==> config.mk <==
export PLATFORM = sky130hd
export DESIGN_NAME = seg7_scan_mux
export DESIGN_NICKNAME = d
export VERILOG_FILES = /design/src/rtl/seg7_pkg.sv /design/src/rtl/seg7_decoder.sv /design/src/rtl/seg7_scan_mux.sv
export SDC_FILE = /design/constraint.sdc
export NUM_CORES = 1
export LEC_CHECK = 0
export ABC_AREA = 1
export BUFFER_PORTS_ARGS = -buffer_cell sky130_fd_sc_hd__buf_2
export CAP_MARGIN = 30
export CORE_UTILIZATION = 45
export CTS_CLUSTER_SIZE = 30
export DETAILED_ROUTE_END_ITERATION = 6
export GPL_TIMING_DRIVEN = 0
export PLACE_DENSITY = 0.66
export SLEW_MARGIN = 5
export SYNTH_ARGS = -nofsm -noshare
export SYNTH_HDL_FRONTEND = slang
export SYNTH_SLANG_ARGS = --single-unit
==> constraint.sdc <==
create_clock -name i_clk -period 2.4 [get_ports i_clk]
set_input_delay 0.48 -clock i_clk [delete_from_list [all_inputs] [get_ports i_clk]]
set_output_delay 0.48 -clock i_clk [all_outputs]
set_load 0.05 [all_outputs]
==> src/rtl/seg7_pkg.sv <==
// Shared constants and helpers for the multiplexed 7-segment display driver.
// Segment patterns are active-high, ordered {g,f,e,d,c,b,a}.
package seg7_pkg;

    function automatic int clogb2(input int value);
        int r;
        r = 0;
        for (int i = 0; i < 31; i++) begin
            if ((1 << i) < value) begin
                r = i + 1;
            end
        end
        return r;
    endfunction

    localparam logic [6:0] SEG_0     = 7'h3F;
    localparam logic [6:0] SEG_1     = 7'h06;
    localparam logic [6:0] SEG_2     = 7'h5B;
    localparam logic [6:0] SEG_3     = 7'h4F;
    localparam logic [6:0] SEG_4     = 7'h66;
    localparam logic [6:0] SEG_5     = 7'h6D;
    localparam logic [6:0] SEG_6     = 7'h7D;
    localparam logic [6:0] SEG_7     = 7'h07;
    localparam logic [6:0] SEG_8     = 7'h7F;
    localparam logic [6:0] SEG_9     = 7'h6F;
    localparam logic [6:0] SEG_DASH  = 7'h40;
    localparam logic [6:0] SEG_BLANK = 7'h00;

endpackage

==> src/rtl/seg7_decoder.sv <==
// BCD nibble to active-high segment pattern; non-decimal nibbles show a dash.
module seg7_decoder
    import seg7_pkg::*;
(
    input  logic [3:0] i_value,
    input  logic       i_blank,
    output logic [6:0] o_seg
);

    // Glyph lookup with blanking override
    always_comb begin
        o_seg = SEG_BLANK;
        if (i_blank) begin
            o_seg = SEG_BLANK;
        end else begin
            case (i_value)
                4'd0:    o_seg = SEG_0;
                4'd1:    o_seg = SEG_1;
                4'd2:    o_seg = SEG_2;
                4'd3:    o_seg = SEG_3;
                4'd4:    o_seg = SEG_4;
                4'd5:    o_seg = SEG_5;
                4'd6:    o_seg = SEG_6;
                4'd7:    o_seg = SEG_7;
                4'd8:    o_seg = SEG_8;
                4'd9:    o_seg = SEG_9;
                default: o_seg = SEG_DASH;
            endcase
        end
    end

endmodule

==> src/rtl/seg7_scan_mux.sv <==
// Time-multiplexed 7-segment driver with double-buffered frames, leading-zero
// blanking, PWM brightness and configurable output polarity.
module seg7_scan_mux
    import seg7_pkg::*;
#(
    parameter int DISPLAYS_NUM   = 4,
    parameter int SCAN_CLK_COUNT = 10,
    parameter int BRIGHT_W       = 4,
    parameter int SEL_ACTIVE_LOW = 0,
    parameter int SEG_ACTIVE_LOW = 0
) (
    input  logic                             i_clk,
    input  logic                             i_rst,
    input  logic [DISPLAYS_NUM*4-1:0]        i_bcd_data,
    input  logic [DISPLAYS_NUM-1:0]          i_dp,
    input  logic                             i_load,
    input  logic                             i_blank_lz,
    input  logic [BRIGHT_W-1:0]              i_bright,
    output logic [6:0]                       o_seg,
    output logic                             o_dp,
    output logic [DISPLAYS_NUM-1:0]          o_sel,
    output logic [clogb2(DISPLAYS_NUM)-1:0]  o_digit_idx,
    output logic                             o_frame_start
);

    localparam int IDX_W = clogb2(DISPLAYS_NUM);
    localparam int CNT_W = clogb2(SCAN_CLK_COUNT);

    localparam logic [DISPLAYS_NUM-1:0] SEL_OFF =
        (SEL_ACTIVE_LOW != 0) ? {DISPLAYS_NUM{1'b1}} : {DISPLAYS_NUM{1'b0}};
    localparam logic [6:0] SEG_OFF = (SEG_ACTIVE_LOW != 0) ? 7'h7F : 7'h00;
    localparam logic       DP_OFF  = (SEG_ACTIVE_LOW != 0) ? 1'b1 : 1'b0;

    logic [CNT_W-1:0]          r_slot_cnt;
    logic [IDX_W-1:0]          r_digit_idx;
    logic [DISPLAYS_NUM*4-1:0] r_shadow_bcd;
    logic [DISPLAYS_NUM*4-1:0] r_active_bcd;
    logic [DISPLAYS_NUM-1:0]   r_shadow_dp;
    logic [DISPLAYS_NUM-1:0]   r_active_dp;
    logic                      r_pending;
    logic [BRIGHT_W-1:0]       r_bright_lat;
    logic                      r_blank_lat;

    logic                      w_slot_end;
    logic                      w_boundary;
    logic [31:0]               w_on_cycles;
    logic                      w_sel_on;
    logic [DISPLAYS_NUM-1:0]   w_sel_onehot;
    logic [DISPLAYS_NUM-1:0]   w_lz_mask;
    logic [3:0]                w_cur_nib;
    logic                      w_cur_blank;
    logic [6:0]                w_dec_seg;

    assign w_slot_end   = (r_slot_cnt == CNT_W'(SCAN_CLK_COUNT - 1));
    assign w_boundary   = w_slot_end && (r_digit_idx == IDX_W'(DISPLAYS_NUM - 1));
    assign w_on_cycles  = (32'(r_bright_lat) > 32'(SCAN_CLK_COUNT)) ?
                          32'(SCAN_CLK_COUNT) : 32'(r_bright_lat);
    assign w_sel_on     = (32'(r_slot_cnt) < w_on_cycles);
    assign w_sel_onehot = {{(DISPLAYS_NUM-1){1'b0}}, 1'b1} << r_digit_idx;
    assign w_cur_nib    = r_active_bcd[{r_digit_idx, 2'b00} +: 4];
    assign w_cur_blank  = w_lz_mask[r_digit_idx];

    // Digit k blanks only when it and every more-significant digit are zero
    always_comb begin
        logic w_zero_run;
        w_zero_run = 1'b1;
        w_lz_mask  = {DISPLAYS_NUM{1'b0}};
        for (int k = DISPLAYS_NUM - 1; k > 0; k--) begin
            w_zero_run   = w_zero_run & (r_active_bcd[4*k +: 4] == 4'd0);
            w_lz_mask[k] = r_blank_lat & w_zero_run;
        end
    end

    seg7_decoder u_decoder (
        .i_value (w_cur_nib),
        .i_blank (w_cur_blank),
        .o_seg   (w_dec_seg)
    );

    // Slot and digit scan counters
    always_ff @(posedge i_clk) begin
        if (i_rst) begin
            r_slot_cnt  <= {CNT_W{1'b0}};
            r_digit_idx <= {IDX_W{1'b0}};
        end else if (w_slot_end) begin
            r_slot_cnt  <= {CNT_W{1'b0}};
            r_digit_idx <= (r_digit_idx == IDX_W'(DISPLAYS_NUM - 1)) ?
                           {IDX_W{1'b0}} : r_digit_idx + IDX_W'(1);
        end else begin
            r_slot_cnt  <= r_slot_cnt + CNT_W'(1);
        end
    end

    // Shadow/active frame buffers; a load on the boundary is held for the next frame
    always_ff @(posedge i_clk) begin
        if (i_rst) begin
            r_shadow_bcd <= {(DISPLAYS_NUM*4){1'b0}};
            r_active_bcd <= {(DISPLAYS_NUM*4){1'b0}};
            r_shadow_dp  <= {DISPLAYS_NUM{1'b0}};
            r_active_dp  <= {DISPLAYS_NUM{1'b0}};
            r_pending    <= 1'b0;
            r_bright_lat <= {BRIGHT_W{1'b0}};
            r_blank_lat  <= 1'b0;
        end else begin
            if (w_boundary) begin
                if (r_pending) begin
                    r_active_bcd <= r_shadow_bcd;
                    r_active_dp  <= r_shadow_dp;
                end
                r_bright_lat <= i_bright;
                r_blank_lat  <= i_blank_lz;
            end
            if (i_load) begin
                r_shadow_bcd <= i_bcd_data;
                r_shadow_dp  <= i_dp;
                r_pending    <= 1'b1;
            end else if (w_boundary) begin
                r_pending    <= 1'b0;
            end
        end
    end

    // Registered, polarity-adjusted outputs aligned to the counter state
    always_ff @(posedge i_clk) begin
        if (i_rst) begin
            o_sel         <= SEL_OFF;
            o_seg         <= SEG_OFF;
            o_dp          <= DP_OFF;
            o_digit_idx   <= {IDX_W{1'b0}};
            o_frame_start <= 1'b0;
        end else begin
            o_sel         <= (w_sel_on ? w_sel_onehot : {DISPLAYS_NUM{1'b0}}) ^ SEL_OFF;
            o_seg         <= w_dec_seg ^ SEG_OFF;
            o_dp          <= r_active_dp[r_digit_idx] ^ DP_OFF;
            o_digit_idx   <= r_digit_idx;
            o_frame_start <= (r_slot_cnt == {CNT_W{1'b0}}) && (r_digit_idx == {IDX_W{1'b0}});
        end
    end

endmodule

==> impl_metrics.tcl <==
set metrics [dict create \
    cts_tree "yes" \
    multi_input_area_sq_um 1232 \
    place_inst 477 \
    synth_area_sq_um 2768 \
    cp_data_arrival_time_ns 2.13 \
    rr_worst_depth 9 \
    maxCapViolCount 0 \
    slew_headroom 0.6685 \
    numCtsBuffers 9 \
    drt_iter0_markers 66 \
    period_share 0.7739 \
    cts.path.max_buffers 2 \
    postSynthAreaPerCell_sq_um 7.688 \
    layout_common_cells "nor2_1 (87), dfxtp_1 (67), o21ai_0 (46), buf_2 (44), nand2_1 (36)" \
    cp-end-kind "flip-flop" \
    track_usage 0.1935 \
    hold_buffers 0 \
    grt_max_degree 12 \
    finalPower_uw 2105 \
    power_frac_clock 0.370 \
    vias_per_cell 4.675 \
    cp-start-kind "flip-flop" \
    switchingPower_uw 526.4 \
    num_rows 28 \
    whs_path_depth 3 \
    initial_core_util 0.4675 \
    stdcell_area_sq_um 3234 \
    max-vdd-ir-drop_mv 0.4608 \
    setup_viol 0 \
    avgRoutedWirePerCell_um 11.01 \
    r2r-end "o_seg[0]" \
    holdWs_ns 0.3556 \
    static-leakage-power_uw 0.001454 \
    fin_crit_ns 1.857 \
    hold_end "r_shadow_bcd[7]" \
    first_global_vias 2042 \
    io_buffers 42 \
    path_clk_slew_ns 0.07 \
    grt_pass1_wl_um 9273 \
    hpwl_um 4012 \
    place_area_sq_um 3072 \
    stdcell_count 493 \
    pwr_density_cell_nw_per_um2 650.8 \
    drcViolationCount 0 \
    rsz0062_at_grt "false" \
    postCtsResizedCells 0 \
    final_common_cell "nor2_1" \
    clock_skew_ns 0.006913 \
    sequentialPowerShare 0.555 \
    hold_violations 0 \
    hp-class "primary input to flip-flop" \
    ys_async_sr_fraction 0 \
    fp.dieH_um 80.43 \
    antenna_left 0 \
    diodes 0 \
    ys_seq_area_frac 0.4846 \
    cts.sinks 67 \
    combPwrFrac 0.076 \
    synth-seq-cells 67 \
    drv_slew 0 \
    globalplace.congestion 0.7860 \
    cts-htree-levels 3 \
    tightest_slew_ns 0.4973 \
    grt.overflow.total 0 \
    status "finished clean" \
    internal_power_uw 1579 \
    grt_antenna_before_repair 0 \
    rrSetupSlack_ns 0.54 \
    synth_cell_type_count 29 \
    io_pins 43 \
    timing.fmax_mhz 538.4 \
    die-width_um 80.43 \
    synth_fp_nets 402 \
    clock-root-buffer "clkbuf_8" \
    dieArea_sq_um 6468 \
    via_count 2305 \
    clk_latency_ns 0.34 \
    ys.flop_type "dfxtp_1" \
    coreArea_sq_um 5921 \
    required_ns 2.68 \
    rr_startpoint "r_digit_idx[1]" \
    drive_gt1_frac 0.1842 \
    post_synth_inst_count 360 \
    area_delta_synth_final_pct 16.86 \
    tns_ns 0 \
    postCtsSetupBuffers 0 \
    path_class "flip-flop to flip-flop" \
    critPathMaxFanout 8 \
    seq_area_sq_um 1341 \
    dr.pass1.iters 4 \
    synth_edf_count 0 \
    ys_warn_count 0 \
    swShare 0.2501 \
    fin_nets 455 \
    finalWirelength_um 5430 \
    final.fill_count 588 \
    min_from "i_bcd_data[7]" \
]
## routing by layer
| layer | vias to the layer above | share of wire | GRT usage |
|---|---|---|---|
| li1 | 1261 | - | - |
| met1 | 984 | 0.49 | 0.2348 |
| met2 | 56 | 0.45 | 0.2975 |
| met3 | 4 | 0.056 | 0.06932 |
| met4 | 0 | 0.0094 | 0.1018 |
| met5 | - | 0 | 0 |
## critical path: stages (launching register included)
cell and delay [ns]:
dfxtp_1 0.56, inv_2 0.16, o21ai_2 0.10, nor2_1 0.06, nor2_2 0.26, inv_1 0.11, ha_1 0.21, o21ai_1 0.18
nor2_1 0.06, nor2_1 0.09
## power groups by stage
| stage | Clock (uW) | Combinational [uW] | Sequential, uW |
|---|---|---|---|
| finish | 778 | 159 | 1170 |
| global route | 870 | 183 | 1170 |
| CTS | 811 | 161 | 1170 |
| detailed placement | 0 | 160 | 1190 |
| global placement | 0 | 156 | 1190 |
| floorplan | 0 | 77.3 | 1220 |
## registers in the layout (all words and copies together), names as in the netlist
register,flops
o_digit_idx,2
o_dp,1
o_frame_start,1
o_seg,7
o_sel,4
r_active_bcd,16
r_active_dp,4
r_blank_lat,1
r_bright_lat,4
r_digit_idx,2
r_pending,1
r_shadow_bcd,16
r_shadow_dp,4
r_slot_cnt,4
## cells in the mapped netlist (5+ instances only)
library cell	instances	area, sq um
o21ai_0	46	230.2
a21oi_1	28	140.1
inv_1	28	105.1
ha_1	14	175.2
nor2_1	87	326.6
dfxtp_1	67	1341
clkbuf_1	9	33.78
o21ai_1	5	25.02
nand3_1	10	50.05
inv_2	5	18.77
nand2_1	36	135.1
## worst max path at each step
| stage | from | endpoint | slack, ns | cells after the start |
|---|---|---|---|---|
| 6_report | r_digit_idx[1] | o_seg[0] | 0.54 | 9 |
| 5_1_grt | r_digit_idx[1] | o_seg[0] | 0.38 | 9 |
| 4_1_cts | r_digit_idx[1] | o_seg[0] | 0.54 | 9 |
| 3_5_place_dp | r_digit_idx[1] | o_seg[0] | 0.57 | 9 |
| 3_3_place_gp | r_digit_idx[1] | o_seg[3] | 0.59 | 9 |
| 2_1_floorplan | r_digit_idx[1] | o_seg[3] | 0.87 | 10 |
## per-stage QoR
stage	worst slack (ns)	utilization
after floorplan	0.8676	-
after CTS	0.5396	0.5463
final	0.5427	0.5463
after global placement	0.5891	0.5188
after global routing	0.3752	0.5463
after detailed placement	0.5736	0.5188
## kinds of logic (layout without fill, tap and decap cells)
logic type / Yosys count / count (layout) / share of synthesized area
buffers and inverters: 48 / 106 / 0.07007
AO/OA/AOI/OAI: 84 / 84 / 0.1587
flip-flops: 67 / 67 / 0.4846
XOR/XNOR: 1 / 1 / 0.003165
adder cells (fa/ha/maj): 14 / 14 / 0.06329
AND/OR/NAND/NOR: 146 / 146 / 0.2202
## area by class of cell
type / count / area share
flip-flops and latches: 67 / 0.4147
well taps: 75 / 0.02901
multi-input cells: 245 / 0.3810
inverters: 35 / 0.04139
repair buffers: 42 / 0.06499
plain buffers: 13 / 0.01857
clock buffers: 12 / 0.04178
clock inverters: 4 / 0.008511
Note: power is estimated with default switching activity, not from simulation.
